**config.mk**
```make
export PLATFORM = sky130hd
export DESIGN_NAME = column_judge
export DESIGN_NICKNAME = d
export VERILOG_FILES = /design/src/rtl/judge_pkg.sv /design/src/rtl/key_edge.sv /design/src/rtl/column_judge.sv
export SDC_FILE = /design/constraint.sdc
export NUM_CORES = 1
export LEC_CHECK = 0
export CORE_ASPECT_RATIO = 0.6
export CORE_MARGIN = 5
export CORE_UTILIZATION = 37
export CTS_BUF_LIST = sky130_fd_sc_hd__clkbuf_2
export DETAILED_ROUTE_END_ITERATION = 16
export HOLD_SLACK_MARGIN = 0.1
export PLACE_DENSITY = 0.68
export SLEW_MARGIN = 30
export SYNTH_ARGS = -nofsm -noshare
export SYNTH_HDL_FRONTEND = slang
export SYNTH_SLANG_ARGS = --single-unit
```
**constraint.sdc**
```tcl
create_clock -name CLOCK -period 8.6 [get_ports CLOCK]
set_clock_uncertainty 0.1 [all_clocks]
set_input_delay 0.86 -clock CLOCK [delete_from_list [all_inputs] [get_ports CLOCK]]
set_output_delay 0.86 -clock CLOCK [all_outputs]
set_load 0.1 [all_outputs]
```
**src/rtl/judge_pkg.sv**
```systemverilog
`default_nettype none
// +----------------------------------------------------------------------+
// | Package : judge_pkg                                                  |
// | Purpose : Shared state encodings and default widths for the          |
// |           per-column note judge.                                     |
// | Rev     : 1.0  initial release                                       |
// +----------------------------------------------------------------------+
package judge_pkg;

    // Default datapath sizing
    localparam int DEF_SCORE_W  = 10;
    localparam int DEF_COMBO_W  = 7;
    localparam int DEF_BONUS_AT = 10;

    // Judge FSM encoding
    localparam int               STATE_W   = 2;
    localparam logic [STATE_W-1:0] ST_IDLE   = 2'd0;
    localparam logic [STATE_W-1:0] ST_ARMED  = 2'd1;
    localparam logic [STATE_W-1:0] ST_JUDGED = 2'd2;

endpackage : judge_pkg
`default_nettype wire

```
**src/rtl/key_edge.sv**
```systemverilog
`default_nettype none
// +----------------------------------------------------------------------+
// | Module  : key_edge                                                   |
// | Purpose : Rising-edge detector for a pre-synchronised key input.     |
// |           The history flop resets high so a key already held when    |
// |           reset releases is not taken as a fresh press.              |
// | Rev     : 1.0  initial release                                       |
// +----------------------------------------------------------------------+
module key_edge (
    input  logic CLOCK,
    input  logic RESET,
    input  logic KEY,
    output logic press
);

    logic key_q;

    // Remember last cycle's key level; treat reset as "key was held"
    always_ff @(posedge CLOCK) begin
        if (RESET) begin
            key_q <= 1'b1;
        end else begin
            key_q <= KEY;
        end
    end

    assign press = KEY & ~key_q;

endmodule : key_edge
`default_nettype wire

```
**src/rtl/column_judge.sv**
```systemverilog
`default_nettype none
// +----------------------------------------------------------------------+
// | Module  : column_judge                                               |
// | Purpose : Judges key presses against one column's target-row light,  |
// |           producing hit/miss pulses, a light-clear pulse, and        |
// |           saturating score / combo / max-combo counters.             |
// | Rev     : 1.0  initial release                                       |
// +----------------------------------------------------------------------+
module column_judge
    import judge_pkg::*;
#(
    parameter int SCORE_W  = DEF_SCORE_W,
    parameter int COMBO_W  = DEF_COMBO_W,
    parameter int BONUS_AT = DEF_BONUS_AT
) (
    input  logic               CLOCK,
    input  logic               RESET,
    input  logic               KEY,
    input  logic               TARGETON,
    output logic               GOTCHA,
    output logic               HIT,
    output logic               MISS,
    output logic [SCORE_W-1:0] SCORE,
    output logic [COMBO_W-1:0] COMBO,
    output logic [COMBO_W-1:0] MAXCOMBO
);

    localparam logic [31:0] BONUS_U = 32'(BONUS_AT);

    logic               press;
    logic [STATE_W-1:0] state;
    logic [STATE_W-1:0] state_next;
    logic               hit_evt;
    logic               miss_evt;
    logic               bonus;
    logic [SCORE_W:0]   score_sum;
    logic [SCORE_W-1:0] score_next;
    logic [COMBO_W-1:0] combo_next;
    logic [COMBO_W-1:0] maxcombo_next;

    key_edge u_key_edge (
        .CLOCK (CLOCK),
        .RESET (RESET),
        .KEY   (KEY),
        .press (press)
    );

    // State register
    always_ff @(posedge CLOCK) begin
        if (RESET) begin
            state <= ST_IDLE;
        end else begin
            state <= state_next;
        end
    end

    // Next-state logic: a note arms on the light, is judged once, and the
    // light must drop before the next note can arm again
    always_comb begin
        state_next = state;
        case (state)
            ST_IDLE: begin
                if (TARGETON) begin
                    state_next = ST_ARMED;
                end
            end
            ST_ARMED: begin
                // Light going out wins over a coincident press: that is a miss
                if (!TARGETON) begin
                    state_next = ST_IDLE;
                end else if (press) begin
                    state_next = ST_JUDGED;
                end
            end
            ST_JUDGED: begin
                if (!TARGETON) begin
                    state_next = ST_IDLE;
                end
            end
            default: state_next = ST_IDLE;
        endcase
    end

    // Output/next-value logic: events and saturating counter updates
    always_comb begin
        hit_evt  = (state == ST_ARMED) && TARGETON && press;
        miss_evt = (state == ST_ARMED) && !TARGETON;

        // Bonus decided on the combo count before this hit is added
        bonus     = ({{(32-COMBO_W){1'b0}}, COMBO} >= BONUS_U);
        score_sum = {1'b0, SCORE} + (bonus ? (SCORE_W+1)'(2) : (SCORE_W+1)'(1));

        score_next    = SCORE;
        combo_next    = COMBO;
        maxcombo_next = MAXCOMBO;

        if (hit_evt) begin
            score_next = score_sum[SCORE_W] ? {SCORE_W{1'b1}} : score_sum[SCORE_W-1:0];
            combo_next = (COMBO == {COMBO_W{1'b1}}) ? COMBO : COMBO + 1'b1;
        end else if (miss_evt) begin
            combo_next = '0;
        end

        if (combo_next > MAXCOMBO) begin
            maxcombo_next = combo_next;
        end
    end

    // Output registers; reset clears everything including any pending pulse
    always_ff @(posedge CLOCK) begin
        if (RESET) begin
            GOTCHA   <= 1'b0;
            HIT      <= 1'b0;
            MISS     <= 1'b0;
            SCORE    <= '0;
            COMBO    <= '0;
            MAXCOMBO <= '0;
        end else begin
            GOTCHA   <= hit_evt;
            HIT      <= hit_evt;
            MISS     <= miss_evt;
            SCORE    <= score_next;
            COMBO    <= combo_next;
            MAXCOMBO <= maxcombo_next;
        end
    end

endmodule : column_judge
`default_nettype wire

```
# Word-level counts from Yosys, hierarchy flattened

Index checks and enable logic that the tools add are counted.

Bits in registers: 29
Input bits: 4
Logic and storage cells: 35

Add/sub/neg operators: 2
$lt $le $gt $ge: 2
Eq/ne operators: 6
Mux-type cells: 10
Bitwise gates (word level): 2
Reduce and logical (&&, ||, !) cells: 6

Operators by type and width:

| operator                                                              | count |
|---|---|
| 7-bit two-way mux                                                     | 3 |
| 10-bit by 2-bit adder with 11-bit output                              | 1 |
| 10-bit two-way mux                                                    | 1 |
| 2-bit two-way mux                                                     | 5 |
| 7-bit by 1-bit adder with 7-bit output, second input constant         | 1 |
| 7-bit equality test, second input constant                            | 1 |
| 7-bit by 4-bit >= comparator with 1-bit output, second input constant | 1 |
| 7-bit > comparator                                                    | 1 |
| 2-bit case mux with 3 select lines                                    | 1 |
| 2-bit != test, second input constant                                  | 2 |
| 1-bit logical AND                                                     | 3 |
| 3-bit != test, second input constant                                  | 1 |
| 3-bit AND reduction                                                   | 1 |
| 2-bit by 1-bit equality test with 1-bit output, second input constant | 1 |
| 2-bit equality test, second input constant                            | 1 |
| 2-bit logical NOT                                                     | 1 |
| 1-bit bitwise AND                                                     | 1 |
| 1-bit logical NOT                                                     | 1 |
| 1-bit inverter                                                        | 1 |

# Logic depth before layout (Yosys ltp)

Depth in word-level cells: 5
Depth in mapped cells: 13
Gate-level depth less buffers: 12

# Cells and area by module

From an unflattened synthesis, not the netlist that was laid out.

Cell total of the unflattened synthesis: 170
Area total of the unflattened synthesis: 1501.4 µm²

Modules (own cells, without submodules):

| module       | instances | cells each | area each (µm²) |
|---|---|---|---|
| column_judge | 1         | 167        | 1468.9 |
| key_edge     | 1         | 3          | 32.5 |

# Worst setup path before layout

No wires, ideal clock.

Path type: register -> register
Start point: register COMBO[1]
End point: register MAXCOMBO[1]
Setup time: 128 ps
Data arrival time: 3258 ps
Required time: 8372 ps
Slack: 5115 ps
Cell stages (with the launch flop): 12
Path through: dfxtp_1 > ha_1 > nand3_1 > a2111oi_2 > mux2i_1 > ha_1 > a211oi_1 > o21bai_1 > o22a_1 > buf_2 > mux2i_1 > nor2_1

Word-level cells in the longest chain between the ends: 4

Ends and longest elaborated chain:

| what                                                                          | line                | source |
|---|---|---|
| from (decl)                                                                   | column_judge.sv:24  | `output logic [COMBO_W-1:0] COMBO,` |
| from (signal assigned)                                                        | column_judge.sv:123 | `COMBO <= combo_next;` |
| 7-bit by 1-bit adder with 7-bit output or 7-bit equality test (tied branches) | column_judge.sv:99  | `combo_next = (COMBO == {COMBO_W{1'b1}}) ? COMBO : COMBO + 1'b1;` |
| 7-bit two-way mux *                                                           | column_judge.sv:99  |  |
| 7-bit two-way mux *                                                           | column_judge.sv:97  | `if (hit_evt) begin` |
| via combo_next[4]                                                             | column_judge.sv:38  | `logic [COMBO_W-1:0] combo_next;` |
| 7-bit > comparator *                                                          | column_judge.sv:104 | `if (combo_next > MAXCOMBO) begin` |
| to (signal assigned)                                                          | column_judge.sv:124 | `MAXCOMBO <= maxcombo_next;` |
| to (decl)                                                                     | column_judge.sv:25  | `output logic [COMBO_W-1:0] MAXCOMBO` |

Mark *: on every way through the listed nets, which the timed path passes. The rest lies on a longest branch.
A chain may end at the register's enable or synchronous reset.

# Worst setup path in the final report

Start point: input port TARGETON
End point: register MAXCOMBO[4]

Word-level cells in the longest chain between the ends: 5

Ends and longest elaborated chain:

| what                 | line                | source |
|---|---|---|
| from (decl)          | column_judge.sv:19  | `input logic TARGETON,` |
| 1-bit logical NOT    | column_judge.sv:87  | `miss_evt = (state == ST_ARMED) && !TARGETON;` |
| 1-bit logical AND    | column_judge.sv:87  |  |
| 7-bit two-way mux    | column_judge.sv:100 | `end else if (miss_evt) begin` |
| 7-bit two-way mux *  | column_judge.sv:97  |  |
| via combo_next[5]    | column_judge.sv:38  |  |
| 7-bit > comparator * | column_judge.sv:104 |  |

Marked as above.

==> qor.txt <==
Outcome -> completed
Arr. time, crit path -> 3580 ps
Syn Nets -> 190
Die extent in y -> 60.6 µm
Final hold violation count -> 0
Tmin final -> 3450 ps
Final worst slack -> 5150 ps
Syn-to-layout area delta -> 23.8%
Post-synth top area share -> 36.8%
Synth top area cells -> dfxtp_1, ha_1, nor2_1
Initial antenna violation count -> 0
Pre-antenna DRT Iters -> 4
Number of synthesized flops with an enable pin -> 0
Number of port buffers -> 30
RSZ-0062 raised after global routing -> no
Worst Tran Pin Value -> 971 ps
DRC Markers -> 0
Die area -> 5720 µm²
Clock sinks -> 29
Post-synth top area cell -> dfxtp_1
Setup TNS -> 0 ps
Vias -> 1330
# rows -> 18
Worst setup path class -> input pin to flip-flop
Yosys warnings -> 0
Startpoint types -> input pin
Diode count -> 0
CTS buffer count -> 5
Clock buffer depth -> 2
Asr flop ratio synth -> 0%
Root Buffer -> clkbuf_2
Yosys reg bits -> 29
Final setup viols -> 0
Placer Congestion -> 0.916
Initial core utilization -> 38.3%
Pleak -> 0.000739 µW
Initial DRC Count -> 76
Core ar. -> 4120 µm²
Sequential cell area fraction in the yosys report -> 36.8%
Horiz. Die Dim -> 94.3 µm
VDD IR max -> 0.0608 mV
Synthesized area per cell -> 9.07 µm²
Post-DRT Antenna Nets -> 0
Setup WS pre-CTS -> 4800 ps
Hold WS -> 417 ps
First-pass GRT wire length -> 5580 µm
Max Cap Violations -> 0
HPWL Detailed -> 2600 µm
Post-DR wirelength/cell -> 13.0 µm
Drt total wl -> 3440 µm
Vias in the first global route -> 1120
Clock latency on the worst-skew pair -> 360 ps
H-tree depth -> 2
Post-synth top cells -> dfxtp_1, nor2_1, inv_1, a21oi_1, ha_1
GR Overflow Total -> 0
Synth Flop Type -> dfxtp_1
Total track usage -> 12.7%
Top Ports -> 31
R2r setup slk -> 5430 ps
CP required -> 8740 ps
Slew headroom -> 35.1%
Fmax -> 290 MHz
Cell area after synthesis -> 1580 µm²
Crit Path Max Fanout -> 10
Period utilization -> 40.1%
Syn Inst Count -> 174
Post-CTS Setup Repair Bufs -> 0
CTS clk-pin slew, worst paths -> 150 ps
Largest net degree at the start of global routing -> 30
CTS tree -> built
Placed Cells incl. Taps -> 257
Post-CTS resize count -> 0
Hold_buf cts -> 0
Crit. End Element -> flip-flop
Ratio of cells with drive above 1 in the final layout -> 10.7%
Via/cell ratio -> 5.02
Number of distinct library cells after synthesis -> 53
Nets@finish -> 220
Min-Delay Path Class -> flip-flop to flip-flop
Final non-filler cell total -> 265
Power density cells -> 148 nW/µm²
Slew Viols, Final -> 0
Top-count cell post-synth -> dfxtp_1
flip-flops by register name (all words and copies together) (netlist names):
| signal | cells |
|---|---|
| MISS | 1 |
| COMBO | 7 |
| state | 2 |
| u_key_edge.key_q | 1 |
| HIT | 1 |
| SCORE | 10 |
| MAXCOMBO | 7 |
cells in the final DEF, fill, tap and decap left out, types with 2 or more instances in the layout:
cell	n
a211oi_1	4
a211oi_2	2
a21oi_1	11
and3_4	2
clkbuf_2	8
clkdlybuf4s50_1	29
dfxtp_1	29
ha_1	11
inv_1	15
mux2_4	2
mux2i_1	5
nand2_1	9
nand3_1	6
nand3b_1	2
nand4_1	3
nor2_1	22
nor2b_1	5
nor3_1	5
nor4_1	2
critical path: stages:
cell and delay [ps]:
clkdlybuf4s50_1 530, nand2b_2 140, a211oi_4 310, nand4_1 160, mux2_4 250, inv_1 50
ha_1 280, nand4_1 130, a21oi_1 140, o22a_1 450, mux2i_1 240, nor2_1 50
where the power goes:
group	switching, µW	total [µW]	internal, µW
sequential	3.12	142	139
combinational	53.3	77.2	23.9
clock	46.0	70.0	24.0
total	102	289	187
kinds of logic after synthesis:
group           count (synthesis)  synth area share [%]
simple gates                   69                  24.9
compound gates                 33                  16.4
flops                          29                  36.8
buf+inv                        22                  5.78
fa+ha+maj                      12                  9.98
mux                             7                  5.07
xor+xnor                        2                  1.11
metrics by stage:
step | area [µm²] | util (%) | power (µW)
finish | 1950 | 47.4 | 289
global route | 1950 | 47.4 | 307
CTS | 1950 | 47.4 | 295
detailed placement | 1910 | 46.4 | 223
global placement | 1920 | 46.6 | 223
floorplan | 1580 | - | 209
path summary, 6_finish.rpt:
| path | endpoint | cells past startpoint | startpoint |
|---|---|---|---|
| max | MAXCOMBO[4]$_SDFFE_PP0N_ | 12 | TARGETON |
| min | state[1]$_SDFFE_PP0P_ | 2 | state[1]$_SDFFE_PP0P_ |
| max reg2reg | MAXCOMBO[4]$_SDFFE_PP0N_ | 12 | COMBO[1]$_SDFF_PP0_ |
| min reg2reg | state[1]$_SDFFE_PP0P_ | 2 | state[1]$_SDFFE_PP0P_ |
final cells by class:
class                      instances  area (µm²)
clock buffer                       8        40.0
fill                             408        2170
inverter                          15        56.3
multi-input combinational        123         907
sequential                        29         581
tap                               60        75.1
timing repair buffer              30         295
routing by layer:
metal	track usage (%)	vias up	wire length (µm)
li1	-	688	-
met1	20.6	583	1980
met2	14.3	54	1160
met3	4.58	5	254
met4	4.53	0	40
met5	0	-	0
No activity file was read; power rests on OpenSTA's default activity.
